[config.mk]
export PLATFORM = sky130hd
export DESIGN_NAME = fifo_ptr_ctrl
export DESIGN_NICKNAME = d
export VERILOG_FILES = /design/src/rtl/fifo_ptr_ctrl.sv
export SDC_FILE = /design/constraint.sdc
export NUM_CORES = 1
export LEC_CHECK = 0
export ABC_AREA = 1
export BUFFER_PORTS_ARGS = -buffer_cell sky130_fd_sc_hd__buf_4
export CORE_MARGIN = 2
export CORE_UTILIZATION = 50
export DETAILED_ROUTE_END_ITERATION = 16
export MAX_ROUTING_LAYER = met4
export PLACE_DENSITY_LB_ADDON = 0.08
export SLEW_MARGIN = 15
export SYNTH_ARGS = -nofsm -noshare
export SYNTH_HDL_FRONTEND = slang
export SYNTH_SLANG_ARGS = --single-unit
[constraint.sdc]
create_clock -name clk -period 3.2 [get_ports clk]
set_clock_uncertainty 0.1 [all_clocks]
set_input_delay 0.64 -clock clk [delete_from_list [all_inputs] [get_ports clk]]
set_output_delay 0.64 -clock clk [all_outputs]
set_load 0.05 [all_outputs]
[src/rtl/fifo_ptr_ctrl.sv]
// Read/write pointer controller for a FIFO of any depth up to 2^AW, with phase bits, occupancy and flags.
// Optional sticky overflow/underflow flags are built when FIFO_PTR_ERR_EN is defined.
module fifo_ptr_ctrl #(
   parameter int AW       = 10,
   parameter int DEPTH    = 1024,
   parameter int AF_LEVEL = DEPTH - 1,
   parameter int AE_LEVEL = 1
) (
   input  logic          clk,
   input  logic          Reset,
   input  logic          wr_en,
   input  logic          rd_en,
   input  logic          err_clr,
   output logic [AW-1:0] wr_ptr,
   output logic          wr_phase,
   output logic [AW-1:0] rd_ptr,
   output logic          rd_phase,
   output logic          wr_ack,
   output logic          rd_ack,
   output logic          full,
   output logic          empty,
   output logic          almost_full,
   output logic          almost_empty,
   output logic [AW:0]   count,
   output logic          overflow,
   output logic          underflow
);

   localparam logic [AW-1:0] LAST_PTR = AW'(DEPTH - 1);
   localparam logic [AW:0]   AF_LVL   = (AW+1)'(AF_LEVEL);
   localparam logic [AW:0]   AE_LVL   = (AW+1)'(AE_LEVEL);

   logic [AW-1:0] wr_ptr_q, wr_ptr_d;
   logic [AW-1:0] rd_ptr_q, rd_ptr_d;
   logic          wr_phase_q, wr_phase_d;
   logic          rd_phase_q, rd_phase_d;
   logic [AW:0]   count_q, count_d;
   logic          ptr_equal;

   // Full and empty come only from registered pointers, never from the requests.
   assign ptr_equal = (wr_ptr_q == rd_ptr_q);
   assign empty     = ptr_equal & (wr_phase_q == rd_phase_q);
   assign full      = ptr_equal & (wr_phase_q != rd_phase_q);

   assign wr_ack = wr_en & ~full  & ~Reset;
   assign rd_ack = rd_en & ~empty & ~Reset;

   assign wr_ptr       = wr_ptr_q;
   assign wr_phase     = wr_phase_q;
   assign rd_ptr       = rd_ptr_q;
   assign rd_phase     = rd_phase_q;
   assign count        = count_q;
   assign almost_full  = (count_q >= AF_LVL);
   assign almost_empty = (count_q <= AE_LVL);

   always_comb begin
      wr_ptr_d   = wr_ptr_q;
      wr_phase_d = wr_phase_q;
      rd_ptr_d   = rd_ptr_q;
      rd_phase_d = rd_phase_q;
      count_d    = count_q;
      // Pointers wrap at DEPTH-1 rather than at 2^AW so non-power-of-two depths work.
      if (wr_ack) begin
         if (wr_ptr_q == LAST_PTR) begin
            wr_ptr_d   = '0;
            wr_phase_d = ~wr_phase_q;
         end else begin
            wr_ptr_d = wr_ptr_q + AW'(1);
         end
      end
      if (rd_ack) begin
         if (rd_ptr_q == LAST_PTR) begin
            rd_ptr_d   = '0;
            rd_phase_d = ~rd_phase_q;
         end else begin
            rd_ptr_d = rd_ptr_q + AW'(1);
         end
      end
      case ({wr_ack, rd_ack})
         2'b10:   count_d = count_q + (AW+1)'(1);
         2'b01:   count_d = count_q - (AW+1)'(1);
         default: count_d = count_q;
      endcase
   end

   always_ff @(posedge clk) begin
      if (Reset) begin
         wr_ptr_q   <= '0;
         wr_phase_q <= 1'b0;
         rd_ptr_q   <= '0;
         rd_phase_q <= 1'b0;
         count_q    <= '0;
      end else begin
         wr_ptr_q   <= wr_ptr_d;
         wr_phase_q <= wr_phase_d;
         rd_ptr_q   <= rd_ptr_d;
         rd_phase_q <= rd_phase_d;
         count_q    <= count_d;
      end
   end

`ifdef FIFO_PTR_ERR_EN
   logic overflow_q, overflow_d;
   logic underflow_q, underflow_d;

   // A new error in the same cycle as err_clr wins over the clear.
   always_comb begin
      overflow_d  = overflow_q;
      underflow_d = underflow_q;
      if (err_clr) begin
         overflow_d  = 1'b0;
         underflow_d = 1'b0;
      end
      if (wr_en & full) begin
         overflow_d = 1'b1;
      end
      if (rd_en & empty) begin
         underflow_d = 1'b1;
      end
   end

   always_ff @(posedge clk) begin
      if (Reset) begin
         overflow_q  <= 1'b0;
         underflow_q <= 1'b0;
      end else begin
         overflow_q  <= overflow_d;
         underflow_q <= underflow_d;
      end
   end

   assign overflow  = overflow_q;
   assign underflow = underflow_q;
`else
   logic unused_err_clr;
   assign unused_err_clr = err_clr;
   assign overflow       = 1'b0;
   assign underflow      = 1'b0;
`endif

endmodule

* Word level (Yosys, flattened, before mapping)
Cells that the tools add are included.
** Storage, ports and cells
- Flip-flop bits (word level) :: 33
- Input bits :: 5
- Output and inout bits :: 41
- Word-level logic and storage cells :: 35
** Operators by class
- Add/sub/neg operators :: 4
- Magnitude comparators :: 2
- Eq/ne operators :: 7
- Muxes and demuxes :: 3
- Bitwise logic cells :: 11
- Reduce and logical (&&, ||, !) cells :: 3
** Operators by type and width (count)
- 11-bit case mux with 2 select lines :: 1
- 10-bit by 1-bit adder with 10-bit output (second input constant) :: 2
- 10-bit == test (second input constant) :: 2
- 10-bit two-way mux :: 2
- 11-bit by 1-bit adder with 11-bit output (second input constant) :: 1
- 11-bit by 10-bit greater-or-equal comparator with 1-bit output (second input constant) :: 1
- 11-bit by 1-bit less-or-equal comparator with 1-bit output (second input constant) :: 1
- 11-bit by 1-bit subtractor with 11-bit output (second input constant) :: 1
- 10-bit == test :: 1
- 1-bit bitwise AND :: 6
- 1-bit NOT :: 5
- 2-bit AND reduction :: 2
- 2-bit by 1-bit == test with 1-bit output (second input constant) :: 1
- 2-bit == test (second input constant) :: 1
- 2-bit nonzero test :: 1
- 1-bit == test :: 1
- 1-bit inequality test :: 1

* Logic depth before layout (Yosys ltp)
Gate-level depths: netlist (run 1).
- Word-level depth :: 7
- Gate-level depth with buffers :: 19
- Depth with buffers taken out :: 17

* Worst setup path after synthesis (run 1)
OpenSTA, ideal clock, no wires.
- Path type :: register to output
- From :: reg count_q[0], in the netlist count[0]
- To :: out almost_full
- Arrival :: 2.997 ns
- Data required time :: 2.460 ns
- Slack :: -0.537 ns
- Cell stages (with the launch flop) :: 5
- Buffers on the path :: 0
- Cell sequence :: dfxtp_1 nand3_1 nor2_1 nand3_1 o311ai_0
** Between the ends
- Longest elaborated chain between the ends :: 1
** Ends and longest elaborated chain
- from (decl) :: line 37 : logic [AW:0] count_q, count_d;
- from (signal assigned) :: line 98 : count_q <= count_d;
- 11-bit by 10-bit greater-or-equal comparator with 1-bit output :: line 53 : assign almost_full = (count_q >= AF_LVL);
- to (decl) :: line 22 : output logic almost_full,
Every way passes these cells.

* Final worst setup path (run 1)
- From :: reg wr_ptr_q[0], in the netlist wr_ptr[0]
- To :: reg count_q[6], in the netlist count[6]
** Between the ends
- Longest elaborated chain between the ends :: 7
** Ends and longest elaborated chain
- from (decl) :: line 33 : logic [AW-1:0] wr_ptr_q, wr_ptr_d;
- from (signal assigned) :: line 94 : wr_ptr_q <= wr_ptr_d;
- 10-bit == test * :: line 41 : assign ptr_equal = (wr_ptr_q == rd_ptr_q);
- 1-bit bitwise AND (on tied branches) :: line 42, 43
- 1-bit NOT (on tied branches) :: line 46, 45
- 1-bit bitwise AND (on tied branches) (2 in a row) :: line 46, 45
- 2-bit by 1-bit == test with 1-bit output / 2-bit == test (equally long branches) :: line 79 : case ({wr_ack, rd_ack})
- 11-bit case mux with 2 select lines / 2-bit nonzero test (equally long branches)
Mark *: on every way between the ends. The rest lies on a longest branch, timed or not.
A chain may end at the register's enable or synchronous reset.

==> results.md, run 1 <==
- Vias in the first global route: 2304
- Yosys Warn Count: 0
- Status: complete, no violations
- Commonest non-fill, non-tap cell in the layout: nand2_1
- Finished Core Util: 60.51%
- Hold Slack: 0.4192 ns
- CTS buffer count: 5
- Final period utilization: 86.06%
- R2R cell count: 14
- Clock sink total: 33
- CP Max Fanout: 14
- Gp weighted congestion: 0.8967
- Share of post-route cells with drive strength above 1: 24.57%
- Critical path type: reg2reg
- Most used cell, CP: nand2_2
- Die width: 73.62 um
- Crit-path cells: inv_2 > nand2_2 > nand2_2 > nor2_2 > nand2_2 > nor2_4 > nand3_4 > nand2_4 > ha_2 > inv_1 > a21oi_1 > inv_1 > nor3_1 > nor2_1
- Final setup TNS: 0 ns
- First drt pass iteration count: 4
- Crit-path max cell delay: 0.50 ns
- Initial DRC count: 88
- # diodes: 0
- Type of the worst min-delay path: reg2reg
- Die Area: 0.005420 sq mm
- Arr. time, crit path: 2.83 ns
- RSZ-0062 raised after global routing: false
- Pleak: 1.254 nW
- Hold Vio Cnt, Final: 0
- Post-Route WL: 5.885 mm
- Flop-to-flop setup slack: 0.45 ns
- CP startpoint kind: register
- Post-Synthesis Cells: 369
- Die Ht: 73.62 um
- Insertion delay to the later sink of the worst-skew pair: 0.28 ns
- CP required: 3.28 ns
- DR vias: 2396
- CP endpoint kind: register
- CTS tree: done
- Slowest CP cell: dfxtp_1
- Max H-tree Level: 2
- Mapped Area: 0.002424 sq mm
- Power per cell area: 392.5 mW/mm^2
- Total grt overflow: 0
- Starting Density: 51.65%
- PortBufs: 42
- Detailed-route DRC error count: 0
- Num rows: 25
- Count of cell types in the netlist: 34
- Cells after DPL: 457
- Fmax: 363.1 MHz
- Antenna-violating nets left: 0
- Clock-pin slew on the worst setup and hold paths: 0.07 ns
- Seq/Total Area, Yosys: 27.26%
- GRT Overall Usage: 24.96%
- Max-cap violations: 0
- Initial antenna violation count: 0
- Finished Layout Cells: 465
- Vias/cell: 5.153
- Pin count of the biggest net entering global routing: 15
- Worst VDD drop: 0.0002643 V
- # nets final: 421
- Most frequent cells in the layout: nand2_1, inv_1, buf_4
- CTS Root Cell: clkbuf_8
- Hold Crit Depth: 2
- First-pass GRT wire length: 10.25 mm
- Final-report max-slew violation count: 0
- HPWL Detailed: 4.422 mm
- Max clock buf depth: 2
- Register bit total from synthesis: 33
- Core area: 0.004692 sq mm
- Area Growth Syn to Fin: 17.14%
- Final setup violation count: 0
- Avg Inst Size Synth: 6.568 sq um
- # IOs: 46
- WL/cell: 12.66 um
- Fin crit period: 2.754 ns
state kept, by name (all words and copies together) (netlist names):
name	flops
count	11
rd_ptr	10
wr_ptr	10
rd_phase	1
wr_phase	1
where the power goes:
group | leakage, nW | internal, mW | total (mW) | switching [mW]
clock | 0.0542 | 0.194 | 0.351 | 0.157
sequential | 0.267 | 0.425 | 0.446 | 0.0219
combinational | 0.932 | 0.0946 | 0.317 | 0.222
final timing paths:
path	start	end
setup / recovery	wr_ptr[0]	count[6]
hold / removal	wr_ptr[6]	wr_ptr[6]
setup reg to reg	wr_ptr[0]	count[6]
hold reg to reg	wr_ptr[6]	wr_ptr[6]
final cells by class:
class                           instances  area (sq um)
Fill cell                             478          1853
Clock buffer                            7         96.34
Tap cell                               54         67.56
Clock inverter                          1         5.005
Timing Repair Buffer                   46         345.3
Multi-Input combinational cell        269          1458
Sequential cell                        33         660.6
Inverter                               55         206.4
cells in the mapped netlist:
library cell	instances	area, sq um
a21oi_2	15	131.4
clkbuf_1	5	18.77
clkinv_1	1	3.750
buf_1	1	3.750
buf_6	2	22.52
nor3_1	8	40.04
xnor2_1	1	8.760
buf_4	2	15.01
o22ai_1	1	6.260
nand3_4	2	35.03
buf_2	1	5.000
nand2_1	87	326.6
conb_1	1	3.750
ha_1	6	75.07
a32oi_1	1	8.760
buf_12	2	40.04
inv_2	6	22.52
a21oi_1	16	80.08
nand2_4	2	22.52
inv_1	48	180.2
nand3b_1	3	22.52
o311ai_0	1	8.760
nor2_1	30	112.6
nand3_1	38	190.2
nor2_4	2	22.52
nor2_2	3	18.77
or2_2	1	6.260
nand4_1	13	81.33
nor3b_1	1	7.510
dfxtp_1	33	660.6
xor2_1	11	96.34
o211ai_1	1	7.510
o21ai_0	9	45.04
nand2_2	15	93.84
per-layer routing:
layer | track usage, % | share of wire, %
met1 | 29.44 | 44
met2 | 43.35 | 51
met3 | 3.567 | 3.5
met4 | 8.283 | 1.6
met5 | - | 0
timing repair:
action | CTS | global route
resized for setup | 0 | 1
hold buffers | 0 | 0
buffers inserted | 0 | 0
hold endpoints to repair | 0 | 0
endpoints found under the setup margin | 0 | 2
worst max-delay path, delay by kind of cell (launching register included):
family                     cells  cell delay (ns)
and+or+nand+nor                9             1.09
DFF                            1             0.50
buffers and inverters          3             0.38
adders and majority gates      1             0.35
AOI/OAI and AO/OA              1             0.22
per-stage QoR:
step / setup slack (ns) / power (mW) / area, sq um
floorplan: 0.05953 / 0.7026 / 2427
global placement: 0.3068 / 0.7697 / 2735
detailed placement: 0.2844 / 0.7719 / 2735
CTS: 0.2610 / 1.125 / 2836
global route: 0.05618 / 1.179 / 2839
finish: 0.4460 / 1.114 / 2839
kinds of logic after synthesis:
family	share of synthesized area [%]
adders and majority gates	3.097
buffers and inverters	12.85
DFF	27.26
other	0.1547
AOI/OAI and AO/OA	11.87
and+or+nand+nor	40.42
xor gates and xnor gates	4.337
Note: power is estimated with default switching activity, not from simulation.
==> run 2, diff against run 1 <==
ABC_AREA = default   (was 1)
SLEW_MARGIN = 20   (was 15)
==> results.md, run 2 <==
- Setup bufs post-CTS: 0 (unchanged)
- DR vias: 1922 (was 2396)
- Final setup TNS: 0 ns (unchanged)
- Most common cell in the netlist: dfxtp_1 (was nand2_1)
- Insertion delay to the later sink of the worst-skew pair: 0.29 ns (was 0.28 ns)
- GRT Overall Usage: 22.73% (was 24.96%)
- Share of the synthesized area in the top cell type: 32.53% (was 27.26%)
- Synth top area cells: dfxtp_1, xnor2_1, a21oi_1 (was dfxtp_1, nand2_1, nand3_1)
- Setup ws final: 0.4529 ns (was 0.4460 ns)
- Fraction of registers with async set/reset: 0% (unchanged)
- # nets final: 298 (was 421)
- Die Ht: 67.73 um (was 73.62 um)
- Post-Route WL: 4.777 mm (was 5.885 mm)
- Crit Reg-Reg Startpoint: rd_ptr[3] (was wr_ptr[0])
- Final-report max-slew violation count: 0 (unchanged)
- Detailed-route DRC error count: 0 (unchanged)
- Register bit total from synthesis: 33 (unchanged)
- Status: complete, no violations (unchanged)
- Fin crit period: 2.747 ns (was 2.754 ns)
- HPWL Detailed: 3.446 mm (was 4.422 mm)
- Worst reg2reg endpoint: count[9] (was count[6])
- Initial DRC count: 120 (was 88)
- Flop-to-flop setup slack: 0.45 ns (about the same)
- Clock-pin slew on the worst setup and hold paths: 0.07 ns (about the same)
- First drt pass iteration count: 4 (unchanged)
- Synth cell count leaders: dfxtp_1, a21oi_1, nor2_1 (was nand2_1, inv_1, nand3_1)
- Fmax: 364.0 MHz (was 363.1 MHz)
- First-pass GRT wire length: 7.652 mm (was 10.25 mm)
- CP startpoint kind: register (unchanged)
- CP required: 3.27 ns (was 3.28 ns)
- Post-Synthesis Cells: 248 (was 369)
- PortBufs: 42 (unchanged)
- Max clock buf depth: 2 (unchanged)
- Yosys Warn Count: 0 (unchanged)
- Area leader, netlist: dfxtp_1 (unchanged)
- Most used cell, CP: xnor2_1 (was nand2_2)
- Crit-path max cell delay: 0.45 ns (was 0.50 ns)
- RSZ-0062 raised after global routing: false (unchanged)
- Core area: 0.003943 sq mm (was 0.004692 sq mm)
- Type of the worst min-delay path: reg2reg (unchanged)
- Arr. time, crit path: 2.82 ns (was 2.83 ns)
- Initial antenna violation count: 0 (unchanged)
- Post-synth EDFFs: 0 (unchanged)
- CP endpoint kind: register (unchanged)
- R2R cell count: 10 (was 14)
- Vias/cell: 5.686 (was 5.153)
- CTS Root Cell: clkbuf_8 (unchanged)
- Cells after DPL: 330 (was 457)
- Final setup violation count: 0 (unchanged)
- Die width: 67.73 um (was 73.62 um)
- Count of cell types in the netlist: 48 (was 34)
- Finished Layout Cells: 338 (was 465)
- Max-cap violations: 0 (unchanged)
- WL/cell: 14.13 um (was 12.66 um)
- Avg Inst Size Synth: 8.188 sq um (was 6.568 sq um)
- Synth Flop Type: dfxtp_1 (unchanged)
- # diodes: 0 (unchanged)
- Antenna-violating nets left: 0 (unchanged)
- Post-DP Area: 0.002369 sq mm (was 0.002735 sq mm)
- CTS tree: done (unchanged)
- Pin count of the biggest net entering global routing: 33 (was 15)
- Setup crit start: rd_ptr[3] (was wr_ptr[0])
- Total grt overflow: 0 (unchanged)
- Commonest non-fill, non-tap cell in the layout: buf_4 (was nand2_1)
- Finished Core Util: 62.65% (was 60.51%)
- Final Instance Area: 0.002470 sq mm (was 0.002839 sq mm)
- Hold Vio Cnt, Final: 0 (unchanged)
- # IOs: 46 (unchanged)
- Crit-path cells: xnor2_1 > nand4_2 > o31ai_2 > nor2_4 > ha_1 > nand4b_1 > or3_1 > a221oi_1 > xnor2_1 > nor2_1 (was inv_2 > nand2_2 > nand2_2 > nor2_2 > nand2_2 > nor2_4 > nand3_4 > nand2_4 > ha_2 > inv_1 > a21oi_1 > inv_1 > nor3_1 > nor2_1)
- Pleak: 0.9213 nW (was 1.254 nW)
- Cts repair resizes: 0 (unchanged)
- Post-CTS Hold Buffers: 0 (unchanged)
- CP Max Fanout: 7 (was 14)
- Starting Density: 51.51% (was 51.65%)
- Max reg flops: 11 (unchanged)
- Slowest CP cell: o31ai_2 (was dfxtp_1)
- Power per cell area: 456.6 mW/mm^2 (was 392.5 mW/mm^2)
- Dpl ws: 0.4680 ns (was 0.2844 ns)
- Clock sink total: 33 (unchanged)
- Gp weighted congestion: 0.8570 (was 0.8967)
- Mapped Area: 0.002031 sq mm (was 0.002424 sq mm)
- Most frequent cells in the layout: buf_4, a21oi_1, nor2_1 (was nand2_1, inv_1, buf_4)
- Seq/Total Area, Yosys: 32.53% (was 27.26%)
- Hold Slack: 0.4109 ns (was 0.4192 ns)
- Area Growth Syn to Fin: 21.63% (was 17.14%)
- Power Total: 1.128 mW (was 1.114 mW)
- Vias in the first global route: 1638 (was 2304)
- Critical path type: reg2reg (unchanged)
- CTS buffer count: 5 (unchanged)
- Die Area: 0.004587 sq mm (was 0.005420 sq mm)
- Share of post-route cells with drive strength above 1: 29.86% (was 24.57%)
- CP endpoint: count[9] (was count[6])
- Num rows: 23 (was 25)
- Worst VDD drop: 0.0003101 V (was 0.0002643 V)
- Final period utilization: 85.85% (was 86.06%)
- Max H-tree Level: 2 (unchanged)
- Fillcell total: 372 (was 478)
run 2: final cells by class:
type	count	area (sq um)	share of cell area, %
Clock buffer	7	96.34	3.901
Sequential cell	33	683.2	27.66
Inverter	9	33.78	1.368
Multi-Input combinational cell	193	1251	50.66
Clock inverter	1	5.005	0.2026
Timing Repair Buffer	45	337.8	13.68
Tap cell	50	62.56	2.533
run 2: worst min path at each step:
stage	endpoint	start	slack [ns]	depth (start not counted)
global placement	rd_ptr[9]	rd_ptr[9]	0.40	2
CTS	wr_ptr[8]	wr_ptr[8]	0.41	2
floorplan	rd_ptr[1]	rd_ptr[1]	0.49	2
global route	rd_ptr[1]	rd_ptr[1]	0.44	2
finish	wr_ptr[0]	wr_ptr[0]	0.41	2
detailed placement	wr_ptr[8]	wr_ptr[8]	0.40	2
run 2: kinds of logic (layout without fill, tap and decap cells):
kind of cell               count (synthesis)  count (layout)  share of synthesized area, %
muxes                                      2               2                        0.9859
xor gates and xnor gates                  22              22                         9.488
buffers and inverters                     23              62                         6.407
adders and majority gates                  6               6                         3.697
AOI/OAI and AO/OA                         55              55                         17.07
DFF                                       33              33                         32.53
other                                      1               2                        0.1847
and+or+nand+nor                          106             106                         29.64
run 2: layer usage:
metal / vias to the layer above / global-route usage [%] / wire length (um)
li1: 979 / - / -
met1: 894 / 26.47 / 2154
met2: 42 / 38.11 / 2335
met3: 7 / 5.000 / 220
met4: 0 / 8.418 / 66
met5: - / - / 0
run 2: power breakdown:
part / switching [mW] / leakage, nW / internal, mW
Clock: 0.155 / 0.0542 / 0.194
Sequential: 0.0339 / 0.276 / 0.428
Combinational: 0.214 / 0.591 / 0.104
run 2: worst max-delay path, delay by kind of cell, from the launching register on:
| family | cells | cell delay (ns) |
|---|---|---|
| xor+xnor | 2 | 0.39 |
| flops | 1 | 0.36 |
| compound gates | 2 | 0.78 |
| simple gates | 5 | 0.79 |
| fa+ha+maj | 1 | 0.21 |
